## src/rtl/rect_fill_pkg.sv

```systemverilog
// rect_fill_pkg -- shared types and constants for the rectangle-fill engine.
//   fill_state_t : control FSM states (IDLE, FILL, DONE)
//   fill_mode_t  : per-pixel colour source (SOLID, XSTRIPE, YSTRIPE, RSVD)
//   DEF_SCREEN_W / DEF_SCREEN_H : default visible screen size, shared with
//                                 the top level so both agree on the frame.
package rect_fill_pkg;

  typedef enum logic [1:0] {
    ST_IDLE = 2'd0,
    ST_FILL = 2'd1,
    ST_DONE = 2'd2
  } fill_state_t;

  typedef enum logic [1:0] {
    MODE_SOLID   = 2'd0,
    MODE_XSTRIPE = 2'd1,
    MODE_YSTRIPE = 2'd2,
    MODE_RSVD    = 2'd3   // decoded exactly like MODE_SOLID
  } fill_mode_t;

  localparam int DEF_SCREEN_W = 160;
  localparam int DEF_SCREEN_H = 120;

endpackage : rect_fill_pkg

```

## src/rtl/rect_fill_raster_scan.sv

```systemverilog
// raster_scan -- x/y scan counter pair for rect_fill.
//   clk, rst_n      : clock, synchronous active-low reset
//   load            : capture origin/size and present (x_start, y_start)
//   step            : advance one pixel in raster order
//   x_start/y_start : rectangle origin
//   w / h           : rectangle size, must be non-zero when load is high
//   x / y           : current pixel (registered)
//   x_next / y_next : value x / y will take at the next edge
//   last            : current pixel is the final one of the rectangle
// Position inside the rectangle is tracked with separate column/row
// counters, so the end-of-row compare never depends on coordinate wrap.
module raster_scan #(
  parameter int X_W = 8,
  parameter int Y_W = 7
) (
  input  logic           clk,
  input  logic           rst_n,
  input  logic           load,
  input  logic           step,
  input  logic [X_W-1:0] x_start,
  input  logic [Y_W-1:0] y_start,
  input  logic [X_W:0]   w,
  input  logic [Y_W:0]   h,
  output logic [X_W-1:0] x,
  output logic [Y_W-1:0] y,
  output logic [X_W-1:0] x_next,
  output logic [Y_W-1:0] y_next,
  output logic           last
);

  logic [X_W-1:0] x_q, x_d;
  logic [Y_W-1:0] y_q, y_d;
  logic [X_W-1:0] x_org_q, x_org_d;
  logic [X_W:0]   col_q, col_d;
  logic [Y_W:0]   row_q, row_d;
  logic [X_W:0]   col_max_q, col_max_d;
  logic [Y_W:0]   row_max_q, row_max_d;
  logic           row_end;

  assign row_end = (col_q == col_max_q);
  assign last    = row_end && (row_q == row_max_q);

  // NOTE: every always_comb output gets a default first, so no path can
  // leave one unassigned and infer a latch.
  always_comb begin
    x_d       = x_q;
    y_d       = y_q;
    x_org_d   = x_org_q;
    col_d     = col_q;
    row_d     = row_q;
    col_max_d = col_max_q;
    row_max_d = row_max_q;
    if (load) begin
      x_d       = x_start;
      y_d       = y_start;
      x_org_d   = x_start;
      col_d     = '0;
      row_d     = '0;
      col_max_d = w - 1'b1;
      row_max_d = h - 1'b1;
    end else if (step) begin
      if (row_end) begin
        col_d = '0;
        x_d   = x_org_q;
        row_d = row_q + 1'b1;
        y_d   = y_q + 1'b1;   // wraps modulo 2^Y_W when unclipped
      end else begin
        col_d = col_q + 1'b1;
        x_d   = x_q + 1'b1;   // wraps modulo 2^X_W when unclipped
      end
    end
  end

  // NOTE: sequential state uses non-blocking assignments only; reset is
  // synchronous, sampled on the clock edge like any other input.
  always_ff @(posedge clk) begin
    if (!rst_n) begin
      x_q       <= '0;
      y_q       <= '0;
      x_org_q   <= '0;
      col_q     <= '0;
      row_q     <= '0;
      col_max_q <= '0;
      row_max_q <= '0;
    end else begin
      x_q       <= x_d;
      y_q       <= y_d;
      x_org_q   <= x_org_d;
      col_q     <= col_d;
      row_q     <= row_d;
      col_max_q <= col_max_d;
      row_max_q <= row_max_d;
    end
  end

  assign x      = x_q;
  assign y      = y_q;
  assign x_next = x_d;
  assign y_next = y_d;

endmodule : raster_scan

```

## src/rtl/rect_fill.sv

```systemverilog
// rect_fill -- rectangle-fill engine driving the VGA adapter pixel port.
// Draws a w x h rectangle at (x0, y0), one pixel per clock, in SOLID,
// XSTRIPE (colour = x) or YSTRIPE (colour = y) mode, using a level
// start/done handshake.
//   clk, rst_n           : clock, synchronous active-low reset
//   start                : level request, held until done is seen
//   x0, y0, w, h         : origin and size (latched on start; 0 size allowed)
//   colour, mode         : solid colour and colour mode (latched on start)
//   done                 : fill complete, held while start stays high
//   vga_x, vga_y         : pixel coordinate
//   vga_colour, vga_plot : pixel colour and pixel-valid strobe
// All outputs are registered.
// Build option: define RECT_FILL_CLIP_EN to clamp the rectangle to the
// visible screen at latch time; undefined, coordinates wrap and exactly
// w*h pixels are emitted.
module rect_fill
  import rect_fill_pkg::*;
#(
  parameter int SCREEN_W = DEF_SCREEN_W,
  parameter int SCREEN_H = DEF_SCREEN_H,
  parameter int X_W      = 8,
  parameter int Y_W      = 7,
  parameter int COLOUR_W = 3
) (
  input  logic                clk,
  input  logic                rst_n,
  input  logic                start,
  input  logic [X_W-1:0]      x0,
  input  logic [Y_W-1:0]      y0,
  input  logic [X_W:0]        w,
  input  logic [Y_W:0]        h,
  input  logic [COLOUR_W-1:0] colour,
  input  logic [1:0]          mode,
  output logic                done,
  output logic [X_W-1:0]      vga_x,
  output logic [Y_W-1:0]      vga_y,
  output logic [COLOUR_W-1:0] vga_colour,
  output logic                vga_plot
);

`ifdef RECT_FILL_CLIP_EN
  localparam bit CLIP_EN = 1'b1;
`else
  localparam bit CLIP_EN = 1'b0;
`endif

  localparam logic [X_W:0] SCR_W = (X_W+1)'(SCREEN_W);
  localparam logic [Y_W:0] SCR_H = (Y_W+1)'(SCREEN_H);

  fill_state_t         state_q, state_d;
  fill_mode_t          mode_q, mode_d;
  logic [COLOUR_W-1:0] colour_q, colour_d;
  logic [COLOUR_W-1:0] pix_colour_q, pix_colour_d;
  logic                done_q, done_d;
  logic                plot_q, plot_d;

  logic [X_W:0]        x0_ext, room_x, w_clip, w_eff;
  logic [Y_W:0]        y0_ext, room_y, h_clip, h_eff;
  logic                zero_size;

  logic                load, step, last;
  logic [X_W-1:0]      scan_x, scan_x_next;
  logic [Y_W-1:0]      scan_y, scan_y_next;

  // Effective size. Room to the screen edge is computed one bit wider than
  // the coordinate so the compare sees the untruncated end position.
  always_comb begin
    x0_ext = {1'b0, x0};
    y0_ext = {1'b0, y0};
    room_x = (x0_ext >= SCR_W) ? '0 : SCR_W - x0_ext;
    room_y = (y0_ext >= SCR_H) ? '0 : SCR_H - y0_ext;
    w_clip = (w < room_x) ? w : room_x;
    h_clip = (h < room_y) ? h : room_y;
    w_eff  = CLIP_EN ? w_clip : w;
    h_eff  = CLIP_EN ? h_clip : h;
  end

  assign zero_size = (w_eff == '0) || (h_eff == '0);

  raster_scan #(
    .X_W (X_W),
    .Y_W (Y_W)
  ) u_scan (
    .clk     (clk),
    .rst_n   (rst_n),
    .load    (load),
    .step    (step),
    .x_start (x0),
    .y_start (y0),
    .w       (w_eff),
    .h       (h_eff),
    .x       (scan_x),
    .y       (scan_y),
    .x_next  (scan_x_next),
    .y_next  (scan_y_next),
    .last    (last)
  );

  // Control FSM: next state, scan control and parameter latch.
  always_comb begin
    state_d  = state_q;
    mode_d   = mode_q;
    colour_d = colour_q;
    load     = 1'b0;
    step     = 1'b0;
    unique case (state_q)
      ST_IDLE: begin
        if (start) begin
          mode_d   = fill_mode_t'(mode);
          colour_d = colour;
          if (zero_size) begin
            state_d = ST_DONE;
          end else begin
            state_d = ST_FILL;
            load    = 1'b1;
          end
        end
      end
      ST_FILL: begin
        // Hold the scanner on the final pixel rather than stepping past it.
        if (last) state_d = ST_DONE;
        else      step    = 1'b1;
      end
      ST_DONE: begin
        if (!start) state_d = ST_IDLE;
      end
      default: state_d = ST_IDLE;
    endcase
  end

  // Output registers are computed from the next state and the scanner's
  // next coordinate so the pixel, its colour and the strobe line up.
  always_comb begin
    done_d = (state_d == ST_DONE);
    plot_d = (state_d == ST_FILL);
    unique case (mode_d)
      MODE_XSTRIPE: pix_colour_d = COLOUR_W'(scan_x_next);
      MODE_YSTRIPE: pix_colour_d = COLOUR_W'(scan_y_next);
      default:      pix_colour_d = colour_d;
    endcase
  end

  always_ff @(posedge clk) begin
    if (!rst_n) begin
      state_q      <= ST_IDLE;
      mode_q       <= MODE_SOLID;
      colour_q     <= '0;
      pix_colour_q <= '0;
      done_q       <= 1'b0;
      plot_q       <= 1'b0;
    end else begin
      state_q      <= state_d;
      mode_q       <= mode_d;
      colour_q     <= colour_d;
      pix_colour_q <= pix_colour_d;
      done_q       <= done_d;
      plot_q       <= plot_d;
    end
  end

  assign done       = done_q;
  assign vga_plot   = plot_q;
  assign vga_colour = pix_colour_q;
  assign vga_x      = scan_x;
  assign vga_y      = scan_y;

endmodule : rect_fill

```

## config.mk

```make
export PLATFORM = sky130hd
export DESIGN_NAME = rect_fill
export DESIGN_NICKNAME = d
export VERILOG_FILES = /design/src/rtl/rect_fill_pkg.sv /design/src/rtl/rect_fill_raster_scan.sv /design/src/rtl/rect_fill.sv
export SDC_FILE = /design/constraint.sdc
export NUM_CORES = 1
export LEC_CHECK = 0
export BUFFER_PORTS_ARGS = -buffer_cell sky130_fd_sc_hd__buf_2
export CAP_MARGIN = 20
export CORE_UTILIZATION = 45
export CTS_BUF_LIST = sky130_fd_sc_hd__clkbuf_16
export DETAILED_ROUTE_END_ITERATION = 10
export PLACE_DENSITY_LB_ADDON = 0.08
export SLEW_MARGIN = 20
export SYNTH_ARGS = -nofsm -noshare
export SYNTH_HDL_FRONTEND = slang
export SYNTH_SLANG_ARGS = --single-unit
export TNS_END_PERCENT = 50
```

## constraint.sdc

```tcl
create_clock -name clk -period 4.3 [get_ports clk]
set_clock_uncertainty 0.15 [all_clocks]
set_input_delay 0.215 -clock clk [delete_from_list [all_inputs] [get_ports clk]]
set_output_delay 0.215 -clock clk [all_outputs]
set_load 0.02 [all_outputs]
```

==> results.toml <==
[run_status]
outcome = "complete, no violations"

[grt]
grt_max_degree = 53
grt_pass1_vias = 2803
grt_overflow_total = 0
grt_pass1_wl_mm = 13.1
antenna_found_initial = 0
grtUsageTotal = 0.220

[pwr]
ir_drop_mv = 0.212
netSwitchingFraction = 0.276
p_total_mw = 1.71
clock_power_share = 0.410
p_int_mw = 1.24
seq_power_share = 0.423
p_switching_mw = 0.471
leakagePower_nw = 1.66
power_density_nw_per_um2 = 415
p_comb_frac = 0.167

[yosys]
synth_warnings = 0
yosysSeqAreaShare = 0.406
synth_edf_count = 0
synthFlopType = "dfxtp_1"
synthArstFlopShare = 0
avgSynthCellArea_um2 = 8.56
syn_nets = 446
syn_area_um2 = 3400
ys_types = 46
synth_seq_cells = 69
syn_inst = 397

[critical_path]
worstPathRequired_ns = 4.36
endpoint_kind = "flop"
worstSetupPathType = "in -> reg"
rrSetupSlack_ns = 1.36
critPathLaunchType = "input pin"
cp_max_fo = 52
crit_arrival_ns = 3.49

[cts]
cts_hold_buffers = 7
post_cts_resize_count = 0
clk_pin_slew_ns = 0.05
clockBufferDepth = 2
clock_latency_ns = 0.33
cts_buffers = 9
post_cts_buffers = 0
clock_sinks = 69
cts_tree = "built"
cts-root-buf = "clkbuf_16"
htreeDepth = 3

[detailed_routing]
drt-initial-drc-count = 213
ant_nets = 0
routed-via-count = 3008
wire_per_inst_um = 14.6
vias_per_cell = 5.35
drc = 0
drt_pass1_iterations = 4
finalWirelength_mm = 8.19

[final_layout]
multi_input_area_um2 = 1900
n_fill_cell = 733
nets = 508
insertedDiodeCount = 0
area_growth_pct = 21.1
layout-drive-gt1-share = 0.181
seq_area_um2 = 1380

[floorplanning]
num_rows = 31
start_util = 0.466
io_pins = 60
die_area_um2 = 7900
core_um2 = 7290
die_h_um = 88.9
die_w_um = 88.9

[timing]
fin_crit_sh = 0.796
slew_viol_final = 0
rsz0062_at_grt = "no"
min_period_ns = 3.42
setup_violations = 0
finalSetupTns_ns = 0
worstMarginPinSlew_ns = 0.934
hold_viol_final = 0
max_freq_mhz = 292
max_slew_margin = 0.377

[place]
hpwl_mm = 5.78
portBuffers = 59
gp_congestion = 0.778

[min_path]
hold_path.class = "in -> reg"

[run]
max_cap_violations = 0
final timing paths:
kind | startpoint | to | cells past startpoint
worst min register to register | u_scan.x_org_q[6] | u_scan.x_org_q[6] | 2
worst max-delay path | h[0] | vga_colour[0] | 11
worst max register to register | state_q[0] | u_scan.x[7] | 5
worst min-delay path | x0[4] | u_scan.x_org_q[4] | 3
worst max-delay path: stages:
cell	delay, ns
dlygate4sd3_1	0.54
buf_2	0.14
inv_1	0.05
ha_1	0.18
or4b_4	0.48
or4_4	0.44
and3_2	0.53
nand2_4	0.20
o21ai_2	0.07
o311a_1	0.35
o31a_1	0.27
synth_stat cells (2+ instances only):
| master | number | area share |
|---|---|---|
| dfxtp_1 | 69 | 0.41 |
| nor2_1 | 53 | 0.059 |
| nand2_1 | 36 | 0.040 |
| xnor2_1 | 26 | 0.067 |
| xor2_1 | 25 | 0.064 |
| a211oi_1 | 19 | 0.042 |
| a21oi_1 | 18 | 0.027 |
| nand3_1 | 17 | 0.025 |
| clkbuf_1 | 15 | 0.017 |
| o21ai_0 | 15 | 0.022 |
| inv_1 | 12 | 0.013 |
| ha_1 | 9 | 0.033 |
| nand4_1 | 8 | 0.015 |
| nor3_1 | 8 | 0.012 |
| and3_1 | 7 | 0.013 |
| mux2i_1 | 6 | 0.018 |
| a222oi_1 | 5 | 0.015 |
| or3_1 | 5 | 0.0092 |
| a311oi_1 | 4 | 0.010 |
| nor4_1 | 4 | 0.0074 |
| a31oi_1 | 3 | 0.0055 |
| and2_1 | 2 | 0.0037 |
| buf_2 | 2 | 0.0029 |
| nand2b_1 | 2 | 0.0037 |
| nor2b_1 | 2 | 0.0037 |
| nor3_2 | 2 | 0.0059 |
| nor3b_1 | 2 | 0.0044 |
| o2111a_1 | 2 | 0.0066 |
| o31a_1 | 2 | 0.0052 |
registers in the layout, summed over array words and instances, names as in the netlist, 2 cells and up:
register / count
colour_q: 3
mode_q: 2
state_q: 2
u_scan.col_max_q: 9
u_scan.col_q: 9
u_scan.row_max_q: 8
u_scan.row_q: 8
u_scan.x: 8
u_scan.x_org_q: 8
u_scan.y: 7
vga_colour: 3
layout make-up:
type                            count  area share
Multi-Input combinational cell    298       0.461
Sequential cell                    69       0.336
Timing Repair Buffer               69      0.0943
Clock buffer                        9      0.0547
Inverter                           12      0.0109
Tap cell                           99      0.0301
Clock inverter                      6      0.0137
cell usage in the layout (no fill, tap or decap), types with 7 or more instances in the layout:
cell	synthesis	routed
ha_1	9	9
a211oi_1	19	19
nor2_1	53	53
xnor2_1	26	26
buf_2	2	59
xor2_1	25	25
dlygate4sd3_1	0	7
dfxtp_1	69	69
nand2_1	36	36
clkbuf_16	0	9
nand3_1	17	17
a21oi_1	18	18
nor3_1	8	8
o21ai_0	15	15
nand4_1	8	8
inv_1	12	13
cells by family after synthesis:
kind of cell,count (synthesis),share of synthesized area
buf+inv,30,0.0361
compound gates,79,0.159
flops,69,0.406
xor+xnor,51,0.131
mux,6,0.0177
simple gates,153,0.216
fa+ha+maj,9,0.0331
power by group through the flow:
stage          Sequential [mW]  Clock, mW  Combinational (mW)
5_1_grt                  0.728      0.744               0.318
3_5_place_dp             0.736          0               0.278
6_report                 0.722      0.701               0.285
4_1_cts                  0.723      0.714               0.286
3_3_place_gp             0.736          0               0.276
2_1_floorplan            0.753          0               0.168
routing by layer:
metal / vias up / track usage / part of all wire
li1: 1526 / - / -
met1: 1421 / 0.285 / 0.47
met2: 57 / 0.369 / 0.49
met3: 4 / 0.0351 / 0.031
met4: 0 / 0.0850 / 0.0055
met5: - / 0 / 0
through the flow:
| stage | setup WS [ns] | instances | area, um^2 | hold WS (ns) | util |
|---|---|---|---|---|---|
| 2_1_floorplan | 1.69 | 397 | 3400 | 0.161 | - |
| 3_3_place_gp | 1.17 | 540 | 3760 | 0.285 | 0.516 |
| 3_5_place_dp | 1.12 | 540 | 3760 | 0.290 | 0.516 |
| 4_1_cts | 0.900 | 562 | 4120 | 0.00857 | 0.564 |
| 5_1_grt | 0.751 | 562 | 4120 | 0.0192 | 0.564 |
| 6_report | 0.876 | 562 | 4120 | 0.0137 | 0.564 |
No activity file was read; power rests on OpenSTA's default activity.
